<file path="config.mk">
export PLATFORM = sky130hd
export DESIGN_NAME = ysyx_22040125_imem_arbiter
export DESIGN_NICKNAME = d
export VERILOG_FILES = /design/src/rtl/ysyx_22040125_imem_pkg.sv /design/src/rtl/ysyx_22040125_rr_pick.sv /design/src/rtl/ysyx_22040125_imem_arbiter.sv
export SDC_FILE = /design/constraint.sdc
export NUM_CORES = 1
export LEC_CHECK = 0
export BUFFER_PORTS_ARGS = -buffer_cell sky130_fd_sc_hd__buf_2
export CAP_MARGIN = 10
export CORE_MARGIN = 5
export CORE_UTILIZATION = 43
export CTS_CLUSTER_DIAMETER = 60
export CTS_CLUSTER_SIZE = 24
export DETAILED_ROUTE_END_ITERATION = 10
export PLACE_DENSITY = 0.88
export SLEW_MARGIN = 5
export SYNTH_ARGS = -nofsm -noshare
export SYNTH_HDL_FRONTEND = slang
export SYNTH_SLANG_ARGS = --single-unit
</file>
<file path="constraint.sdc">
create_clock -name clk -period 1.5 [get_ports clk]
set_clock_uncertainty 0.05 [all_clocks]
set_input_delay 0.3 -clock clk [delete_from_list [all_inputs] [get_ports clk]]
set_output_delay 0.3 -clock clk [all_outputs]
set_load 0.02 [all_outputs]
</file>
<file path="src/rtl/ysyx_22040125_imem_pkg.sv">
// ----------------------------------------------------------------------------
// ysyx_22040125_imem_pkg
// Shared types and constants for the instruction-RAM arbiter slice:
//   - state_e : sequencer states (IDLE, WAIT, RESP)
//   - gnt_t   : grant id, with GNT_IF / GNT_LD constants
//   - ADDR_W, DATA_W, PC_W : default widths for the arbiter parameters
// ----------------------------------------------------------------------------
package ysyx_22040125_imem_pkg;

    localparam int ADDR_W = 16;  // RAM word address (65536 x 32-bit words)
    localparam int DATA_W = 32;  // instruction / data word
    localparam int PC_W   = 64;  // PC tag carried with each fetch

    typedef enum logic [1:0] {
        IDLE = 2'd0,  // may accept one request
        WAIT = 2'd1,  // RAM read data returns this cycle
        RESP = 2'd2   // response held until accepted
    } state_e;

    typedef logic gnt_t;
    localparam gnt_t GNT_IF = 1'b0;
    localparam gnt_t GNT_LD = 1'b1;

endpackage

</file>
<file path="src/rtl/ysyx_22040125_rr_pick.sv">
// ----------------------------------------------------------------------------
// ysyx_22040125_rr_pick
// Two-way grant selector between instruction fetch (IF) and loader (LD).
//
// Build option: YSYX_22040125_IMEM_RR_EN
//   defined   : two-way round-robin; on a tie the requester that did not win
//               the last accepted grant is chosen. The pointer moves only on
//               acceptance and resets to LD-last, so IF wins the first tie.
//   undefined : fixed priority, LD over IF; no pointer register exists.
//
// Ports
//   clk, rst  : clock, synchronous active-low reset
//   if_valid  : IF request pending
//   ld_valid  : LD request pending
//   accept    : the current grant is being accepted this cycle
//   gnt_valid : at least one requester is pending
//   gnt_id    : selected requester (GNT_IF / GNT_LD), meaningful with gnt_valid
// ----------------------------------------------------------------------------
module ysyx_22040125_rr_pick
    import ysyx_22040125_imem_pkg::*;
(
    input  logic clk,
    input  logic rst,
    input  logic if_valid,
    input  logic ld_valid,
    input  logic accept,
    output logic gnt_valid,
    output gnt_t gnt_id
);

    assign gnt_valid = if_valid | ld_valid;

`ifdef YSYX_22040125_IMEM_RR_EN
    gnt_t last_gnt;

    // NOTE: every always_comb output gets a value on every path (here via the
    // full if/else) so no latch is inferred.
    always_comb begin
        if (if_valid && ld_valid) begin
            gnt_id = (last_gnt == GNT_LD) ? GNT_IF : GNT_LD;
        end else begin
            gnt_id = ld_valid ? GNT_LD : GNT_IF;
        end
    end

    // NOTE: sequential state uses non-blocking assignments so all registers
    // update together at the clock edge.
    always_ff @(posedge clk) begin
        if (!rst) begin
            last_gnt <= GNT_LD;
        end else if (accept) begin
            last_gnt <= gnt_id;
        end
    end
`else
    assign gnt_id = ld_valid ? GNT_LD : GNT_IF;

    // Clock, reset and accept only feed the round-robin pointer.
    logic unused_rr;
    assign unused_rr = ^{clk, rst, accept};
`endif

endmodule

</file>
<file path="src/rtl/ysyx_22040125_imem_arbiter.sv">
// ----------------------------------------------------------------------------
// ysyx_22040125_imem_arbiter
// Shares the single synchronous-read instruction RAM port between the fetch
// stage (IF, read-only) and the program loader (LD, read/write). One access
// is in flight at a time: IDLE accepts and strobes the RAM, WAIT captures the
// read data, RESP holds the response until its owner accepts it. Peak rate is
// one access every three cycles.
//
// Build option: YSYX_22040125_IMEM_RR_EN selects round-robin arbitration;
// otherwise LD has fixed priority over IF (see ysyx_22040125_rr_pick).
//
// Ports
//   clk, rst                      : clock, synchronous active-low reset
//   if_req_valid/ready, addr, pc  : fetch request; pc is echoed back
//   if_rsp_valid/ready, inst, pc  : fetch response
//   ld_req_valid/ready, we, addr, wdata : loader request
//   ld_rsp_valid/ready, rdata     : loader response (rdata = 0 for writes)
//   mem_en, mem_we, mem_addr, mem_wdata : RAM command, driven in the accept cycle
//   mem_rdata                     : RAM read data, valid the cycle after mem_en
// ----------------------------------------------------------------------------
module ysyx_22040125_imem_arbiter #(
    parameter int ADDR_W = ysyx_22040125_imem_pkg::ADDR_W,
    parameter int DATA_W = ysyx_22040125_imem_pkg::DATA_W,
    parameter int PC_W   = ysyx_22040125_imem_pkg::PC_W
) (
    input  logic              clk,
    input  logic              rst,

    input  logic              if_req_valid,
    output logic              if_req_ready,
    input  logic [ADDR_W-1:0] if_req_addr,
    input  logic [PC_W-1:0]   if_req_pc,
    output logic              if_rsp_valid,
    input  logic              if_rsp_ready,
    output logic [DATA_W-1:0] if_rsp_inst,
    output logic [PC_W-1:0]   if_rsp_pc,

    input  logic              ld_req_valid,
    output logic              ld_req_ready,
    input  logic              ld_req_we,
    input  logic [ADDR_W-1:0] ld_req_addr,
    input  logic [DATA_W-1:0] ld_req_wdata,
    output logic              ld_rsp_valid,
    input  logic              ld_rsp_ready,
    output logic [DATA_W-1:0] ld_rsp_rdata,

    output logic              mem_en,
    output logic              mem_we,
    output logic [ADDR_W-1:0] mem_addr,
    output logic [DATA_W-1:0] mem_wdata,
    input  logic [DATA_W-1:0] mem_rdata
);

    import ysyx_22040125_imem_pkg::*;

    state_e            state;
    gnt_t              owner;     // requester that owns the in-flight access
    logic              owner_wr;  // in-flight access is an LD write
    logic [PC_W-1:0]   pc_tag;

    logic              gnt_valid;
    gnt_t              gnt_id;
    logic              idle;
    logic              accept;
    logic              rsp_fire;

    ysyx_22040125_rr_pick u_pick (
        .clk       (clk),
        .rst       (rst),
        .if_valid  (if_req_valid),
        .ld_valid  (ld_req_valid),
        .accept    (accept),
        .gnt_valid (gnt_valid),
        .gnt_id    (gnt_id)
    );

    // Nothing is accepted while reset is asserted, so no RAM write can be
    // strobed and both req_ready outputs show their reset value.
    assign idle         = (state == IDLE) && rst;
    assign accept       = idle && gnt_valid;
    assign if_req_ready = accept && (gnt_id == GNT_IF);
    assign ld_req_ready = accept && (gnt_id == GNT_LD);

    // RAM command comes straight from the granted requester in the accept
    // cycle; outside an access the command lines rest at zero.
    always_comb begin
        mem_en    = 1'b0;
        mem_we    = 1'b0;
        mem_addr  = '0;
        mem_wdata = '0;
        if (accept) begin
            mem_en = 1'b1;
            if (gnt_id == GNT_LD) begin
                mem_we    = ld_req_we;
                mem_addr  = ld_req_addr;
                mem_wdata = ld_req_wdata;
            end else begin
                mem_addr  = if_req_addr;
            end
        end
    end

    assign rsp_fire = (owner == GNT_LD) ? (ld_rsp_valid && ld_rsp_ready)
                                        : (if_rsp_valid && if_rsp_ready);

    always_ff @(posedge clk) begin
        if (!rst) begin
            state        <= IDLE;
            owner        <= GNT_IF;
            owner_wr     <= 1'b0;
            pc_tag       <= '0;
            if_rsp_valid <= 1'b0;
            if_rsp_inst  <= '0;
            if_rsp_pc    <= '0;
            ld_rsp_valid <= 1'b0;
            ld_rsp_rdata <= '0;
        end else begin
            case (state)
                IDLE: begin
                    if (accept) begin
                        owner    <= gnt_id;
                        owner_wr <= (gnt_id == GNT_LD) && ld_req_we;
                        pc_tag   <= if_req_pc;
                        state    <= WAIT;
                    end
                end
                WAIT: begin
                    if (owner == GNT_LD) begin
                        // Writes answer with zero, not whatever the RAM drove.
                        ld_rsp_rdata <= owner_wr ? '0 : mem_rdata;
                        ld_rsp_valid <= 1'b1;
                    end else begin
                        if_rsp_inst  <= mem_rdata;
                        if_rsp_pc    <= pc_tag;
                        if_rsp_valid <= 1'b1;
                    end
                    state <= RESP;
                end
                RESP: begin
                    if (rsp_fire) begin
                        if_rsp_valid <= 1'b0;
                        ld_rsp_valid <= 1'b0;
                        state        <= IDLE;
                    end
                end
                default: state <= IDLE;
            endcase
        end
    end

endmodule

</file>
==> results.yml, run 1 <==
synthesis:
  synth_cell_type_count: 28
  synth_area_um2: 7880
  yosys.area.top_type: "dfxtp_1"
  synth_top_area_share_pct: 50.3
  netlist_instances: 948
  async_flop_share_pct: 0
  synthTopCellsByArea: "dfxtp_1, nand2_1, a21boi_0"
  synth_area_per_cell_um2: 8.31
  ys_seq_area_share_pct: 50.3
  ys.flop_type: "dfxtp_1"
  ys_warn_count: 0
  synth_edf_count: 0
  synth-seq-cells: 198
  synth.net_count: 1115
detailed_routing:
  ant_nets: 0
  vias: 8248
  wl_met2_mm: 14.9
  top_layer: "met5"
  first_pass_iters: 5
  met1_length_mm: 11.1
  viasPerCell: 5.34
  wire_per_inst_um: 18.8
  first_iter_violations: 557
  routed-wl-met3_mm: 2.04
  routed_wl_mm: 29.1
  drc: 0
setup_path:
  cp.arrival_ns: 1.67
  slowest_delay_ns: 0.36
  critPathKind: "register to output pin"
  cp_common_cell: "buf_6"
  critPathBufInv: 4
  crit_path_start_kind: "register"
  crit_chain: "nor3b_4, buf_6, buf_6, clkbuf_16, and3_2, buf_6"
  critPathRequiredTime_ns: 1.15
  crit_path_end_kind: "output pin"
  slowest_stage: "dfxtp_4"
  path_delay_family: "buffers and inverters"
  critPathMaxFanout: 9
placed_design:
  gp_congestion: 0.876
  dp_cells: 1470
  hpwl_mm: 17.5
  port_buffers: 348
  pre_cts_ws_ns: -0.284
die:
  core.rowCount: 49
  die_area_um2: 21100
  fp.dieW_um: 145
  die_y_um: 145
  initial_core_util_pct: 43.7
  coreArea_um2: 18000
  ioPinCount: 349
final_layout:
  areaGrowthSynthToFinish_pct: 52.7
  final_cell_count_no_fill: 1546
  fillers: 1408
  utilization_pct: 66.7
  layout_commonest_cell: "buf_2"
  layout_common_cells: "buf_2, nand2_1, dfxtp_1, a21boi_0, buf_6"
  drive_gt1_share_pct: 39.7
  nets: 1470
clock_tree:
  root_buffer: "clkbuf_16"
  cts_made_buffers: 17
  clock_latency_ns: 0.43
  tritoncts: "built"
  clk_path_buf_depth: 2
  cts-htree-levels: 4
  path_clk_slew_ns: 0.08
  postCtsHoldBufs: 0
  cts.sinks: 198
job:
  maxCapViolCount: 0
global_route:
  grt_usage_pct: 26.2
  grt_max_degree: 91
  grt_pass1_wl_mm: 45.1
  grt-ovfl-total: 0
  grt_pass1_vias: 8391
  antenna_found_initial: 3
pwr:
  peakVddDrop_uv: 945
  leakagePower_nw: 5.33
  power_w: 0.0137
  powerDensity_nw_per_um2: 1140
timing:
  hold_viol_final: 0
  finalCritPeriodShare_pct: 135
  fin_setup_tns_ns: -40.32
  slew_viol_final: 0
  fin_crit_ns: 2.02
  finalSetupViolCount: 211
  worst_pin_slew_ns: 0.798
  fmax_mhz: 494
  rsz0062_at_grt: "yes"
  layout_setup_ws_ns: -0.523
  slew_headroom_pct: 46.8
run_status:
  violations: "negative setup slack"
  status: "complete, but fails checks"
hold_path:
  hold_path.class: "primary input to register"
==> power by group <==
part | total [W] | internal [W] | switching (W)
Clock | 0.00467 | 0.00241 | 0.00226
Sequential | 0.00586 | 0.00564 | 0.000219
Combinational | 0.00320 | 0.00152 | 0.00167
==> kinds of logic (layout without fill, tap and decap cells) <==
family / Yosys count / in the layout / synth area share, %
simple gates: 447 / 447 / 25.6
compound gates: 200 / 200 / 16.9
flops: 198 / 198 / 50.3
buf+inv: 87 / 455 / 5.24
mux: 16 / 16 / 2.03
other cells: 0 / 1 / 0
==> registers in the layout (all words and copies together), names as in the netlist <==
name	cells
if_rsp_inst	32
if_rsp_pc	64
if_rsp_valid	1
ld_rsp_rdata	32
ld_rsp_valid	1
owner	1
owner_wr	1
pc_tag	64
state	2
==> worst register-to-register path, cell delays in order, from the launching register on <==
cell	delay [ns]
dfxtp_2	0.34
buf_4	0.15
or3b_4	0.50
buf_12	0.17
buf_12	0.14
nand2_1	0.07
a21boi_0	0.09
==> area by class of cell <==
| class | count | area [um^2] | area share, % |
|---|---|---|---|
| flip-flops and latches | 198 | 3970 | 33.0 |
| diodes | 1 | 2.50 | 0.0208 |
| clock inverters | 14 | 179 | 1.49 |
| multi-input cells | 663 | 3750 | 31.2 |
| clock buffers | 18 | 429 | 3.57 |
| repair buffers | 421 | 3400 | 28.3 |
| inverters | 2 | 15.0 | 0.125 |
| well taps | 229 | 287 | 2.38 |
==> path summary, 6_finish.rpt <==
check / startpoint / to / slack (ns) / depth (start not counted)
max reg2reg: state[1] / if_rsp_pc[58] / -0.14 / 6
min: if_req_pc[11] / pc_tag[11] / 0.04 / 3
min reg2reg: pc_tag[32] / if_rsp_pc[32] / 0.40 / 2
max: state[0] / mem_wdata[11] / -0.52 / 6
==> Yosys cell counts, types with 2 or more instances <==
library cell	count
nand3_1	65
buf_2	24
a21boi_0	88
nor2_1	17
dfxtp_1	198
a21boi_1	40
o21ai_1	20
o21ai_0	48
nand2_1	290
a21oi_1	2
nand3b_1	34
buf_4	5
clkbuf_1	50
buf_6	5
and3_1	33
mux2i_1	16
a31o_2	2
==> per-layer routing <==
layer	vias to the layer above	GRT usage (%)
met1	3923	30.5
met5	-	0
li1	3880	-
met2	365	45.8
met3	78	6.54
met4	2	10.8
==> metrics by stage <==
stage	hold WS (ns)	instance area, um^2
3_3_place_gp	0.384	10100
3_5_place_dp	0.391	10100
5_1_grt	0.0186	12000
2_1_floorplan	0.379	8120
6_report	0.0363	12000
4_1_cts	0.0132	11900
==> what timing repair did <==
item,4_1_cts,5_1_grt
setup endpoints to repair,211,225
endpoints found under the hold margin,0,0
setup buffers,18,6
resized for setup,193,19
pin swaps,1,2
cloned,18,3
No activity file was read; power rests on OpenSTA's default activity.
==> run 2: changes to the inputs <==
Settings changed: BUFFER_PORTS_ARGS -buffer_cell sky130_fd_sc_hd__buf_2 to default, CORE_UTILIZATION 43 to 50, DONT_BUFFER_PORTS from default to 1, PLACE_DENSITY 0.88 to 0.79.
==> run 2 against run 1 <==
  * The flow finishes with violations (negative hold slack, negative setup slack)
  * Non-clock buffer count shrank 197
  * Flip-flop and latch count is the same
  * Combinational power down 10%
  * Largest cell class is now multi-input gates
==> results.yml, run 2 (synthesis gave the netlist of run 1 again) <==
setup_path:
  worstReg2RegStart: "state[0]"
  slowest_stage: "dfxtp_2"
  critPathRequiredTime_ns: 1.15
  slowest_delay_ns: 0.34
  r2r-end: "if_rsp_pc[12]"
  critPathKind: "register to output pin"
  crit_chain: "nor3b_4, buf_6, buf_12, and3_4"
  endpoint: "mem_wdata[11]"
  crit_path_end_kind: "output pin"
  critPathMaxFanout: 23
  crit_path_start_kind: "register"
  critPathLaunch: "state[0]"
  r2r_cells: 9
  r2r_setup_slack_ns: -0.23
  cp.arrival_ns: 1.61
pwr:
  power_w: 0.0137
  leakagePower_nw: 4.20
  peakVddDrop_uv: 834
  powerDensity_nw_per_um2: 1160
global_route:
  grt_max_degree: 200
  grt_pass1_wl_mm: 42.3
  grt-ovfl-total: 0
  grt_pass1_vias: 7550
  antenna_found_initial: 6
  grt_usage_pct: 29.6
clock_tree:
  clock_latency_ns: 0.43
  cts_made_buffers: 17
  cts-htree-levels: 4
  tritoncts: "built"
  path_clk_slew_ns: 0.08
  clk_path_buf_depth: 2
  root_buffer: "clkbuf_16"
  cts.sinks: 198
detailed_routing:
  drc: 0
  wire_per_inst_um: 24.2
  ant_nets: 0
  vias: 7950
  first_pass_iters: 5
  routed_wl_mm: 32.3
  first_iter_violations: 793
  viasPerCell: 5.95
die:
  core.rowCount: 45
  die_y_um: 136
  fp.dieW_um: 136
  initial_core_util_pct: 51.4
  die_area_um2: 18400
  ioPinCount: 349
  coreArea_um2: 15300
run_status:
  status: "complete, but fails checks"
  violations: "negative hold slack, negative setup slack"
placed_design:
  gp_congestion: 0.826
  port_buffers: 0
  hpwl_mm: 15.9
  dp_cells: 1103
timing:
  worst_hold_slack_ns: -0.0234
  fin_setup_tns_ns: -40.39
  slew_viol_final: 0
  worst_pin_slew_ns: 0.563
  finalSetupViolCount: 212
  slew_headroom_pct: 62.5
  finalCritPeriodShare_pct: 131
  layout_setup_ws_ns: -0.465
  hold_viol_final: 3
  rsz0062_at_grt: "yes"
  fmax_mhz: 509
  fin_crit_ns: 1.96
final_layout:
  areaGrowthSynthToFinish_pct: 50.0
  drive_gt1_share_pct: 22.8
  layout_common_cells: "nand2_1, dfxtp_1, dlygate4sd3_1, a21boi_1, nand3_1"
  largest_registers: "if_rsp_pc x64, pc_tag x64"
  layout_commonest_cell: "nand2_1"
  final_cell_count_no_fill: 1336
  nets: 1273
job:
  maxCapViolCount: 0
hold_path:
  hold_path.class: "primary input to register"
## run 2: changes by cell type in the layout (fill, tap and decap cells not counted), moves of 45 or more
cell	delta
o21ai_1	-45
buf_6	-58
o21ai_2	+51
buf_2	-295
dlygate4sd3_1	+156
a21boi_0	-51
## run 2: what timing repair did
action                     4_1_cts  5_1_grt
gates resized for setup        141      133
hold endpoints to repair       191       78
pin swaps                       63       42
setup endpoints to repair       67      206
setup buffers                    7       10
cloned                           7       16
hold buffers                   154        2
## run 2: worst max-delay path, delay by kind of cell (launching register included)
kind | cells | cell delay [ns]
and+or+nand+nor | 2 | 0.52
DFF | 1 | 0.34
buffers and inverters | 2 | 0.31
## run 2: layout make-up
| class | instances | area [um^2] |
|---|---|---|
| clock inverters | 13 | 159 |
| multi-input cells | 663 | 4170 |
| flip-flops and latches | 198 | 3970 |
| fillers | 913 | 3500 |
| repair buffers | 224 | 2770 |
| diodes | 6 | 15.0 |
| well taps | 211 | 264 |
| inverters | 2 | 20.0 |
| clock buffers | 19 | 453 |
## run 2: worst min-delay path by stage
stage / from / to / slack [ns] / depth (start not counted)
after global routing: rst / if_rsp_inst[10] / -0.04 / 1
after CTS: rst / if_rsp_inst[17] / -0.04 / 1
after global placement: if_req_pc[34] / pc_tag[34] / 0.38 / 2
final: rst / if_rsp_inst[10] / -0.02 / 1
after floorplan: pc_tag[14] / pc_tag[14] / 0.38 / 2
after detailed placement: pc_tag[20] / pc_tag[20] / 0.39 / 2
## run 2: layer usage
metal	wire (um)	part of all wire, %	global-route usage, %
met1	11100	34	31.5
met2	16400	51	52.4
met3	2980	9.2	9.10
met4	1940	6.0	16.0
met5	0	0	0
## run 2: through the flow
step | setup WS [ns] | cell area [um^2] | util [%]
2_1_floorplan | -0.0468 | 8120 | -
3_3_place_gp | -0.00983 | 8260 | 53.9
3_5_place_dp | -0.0204 | 8260 | 53.9
4_1_cts | -0.460 | 10900 | 71.4
5_1_grt | -0.535 | 11800 | 77.2
6_report | -0.465 | 11800 | 77.2
## run 2: where the power goes
group	internal, W	switching (W)	total, W
clock	0.00248	0.00225	0.00473
sequential	0.00564	0.000480	0.00612
combinational	0.00144	0.00143	0.00287
total	0.00956	0.00416	0.0137
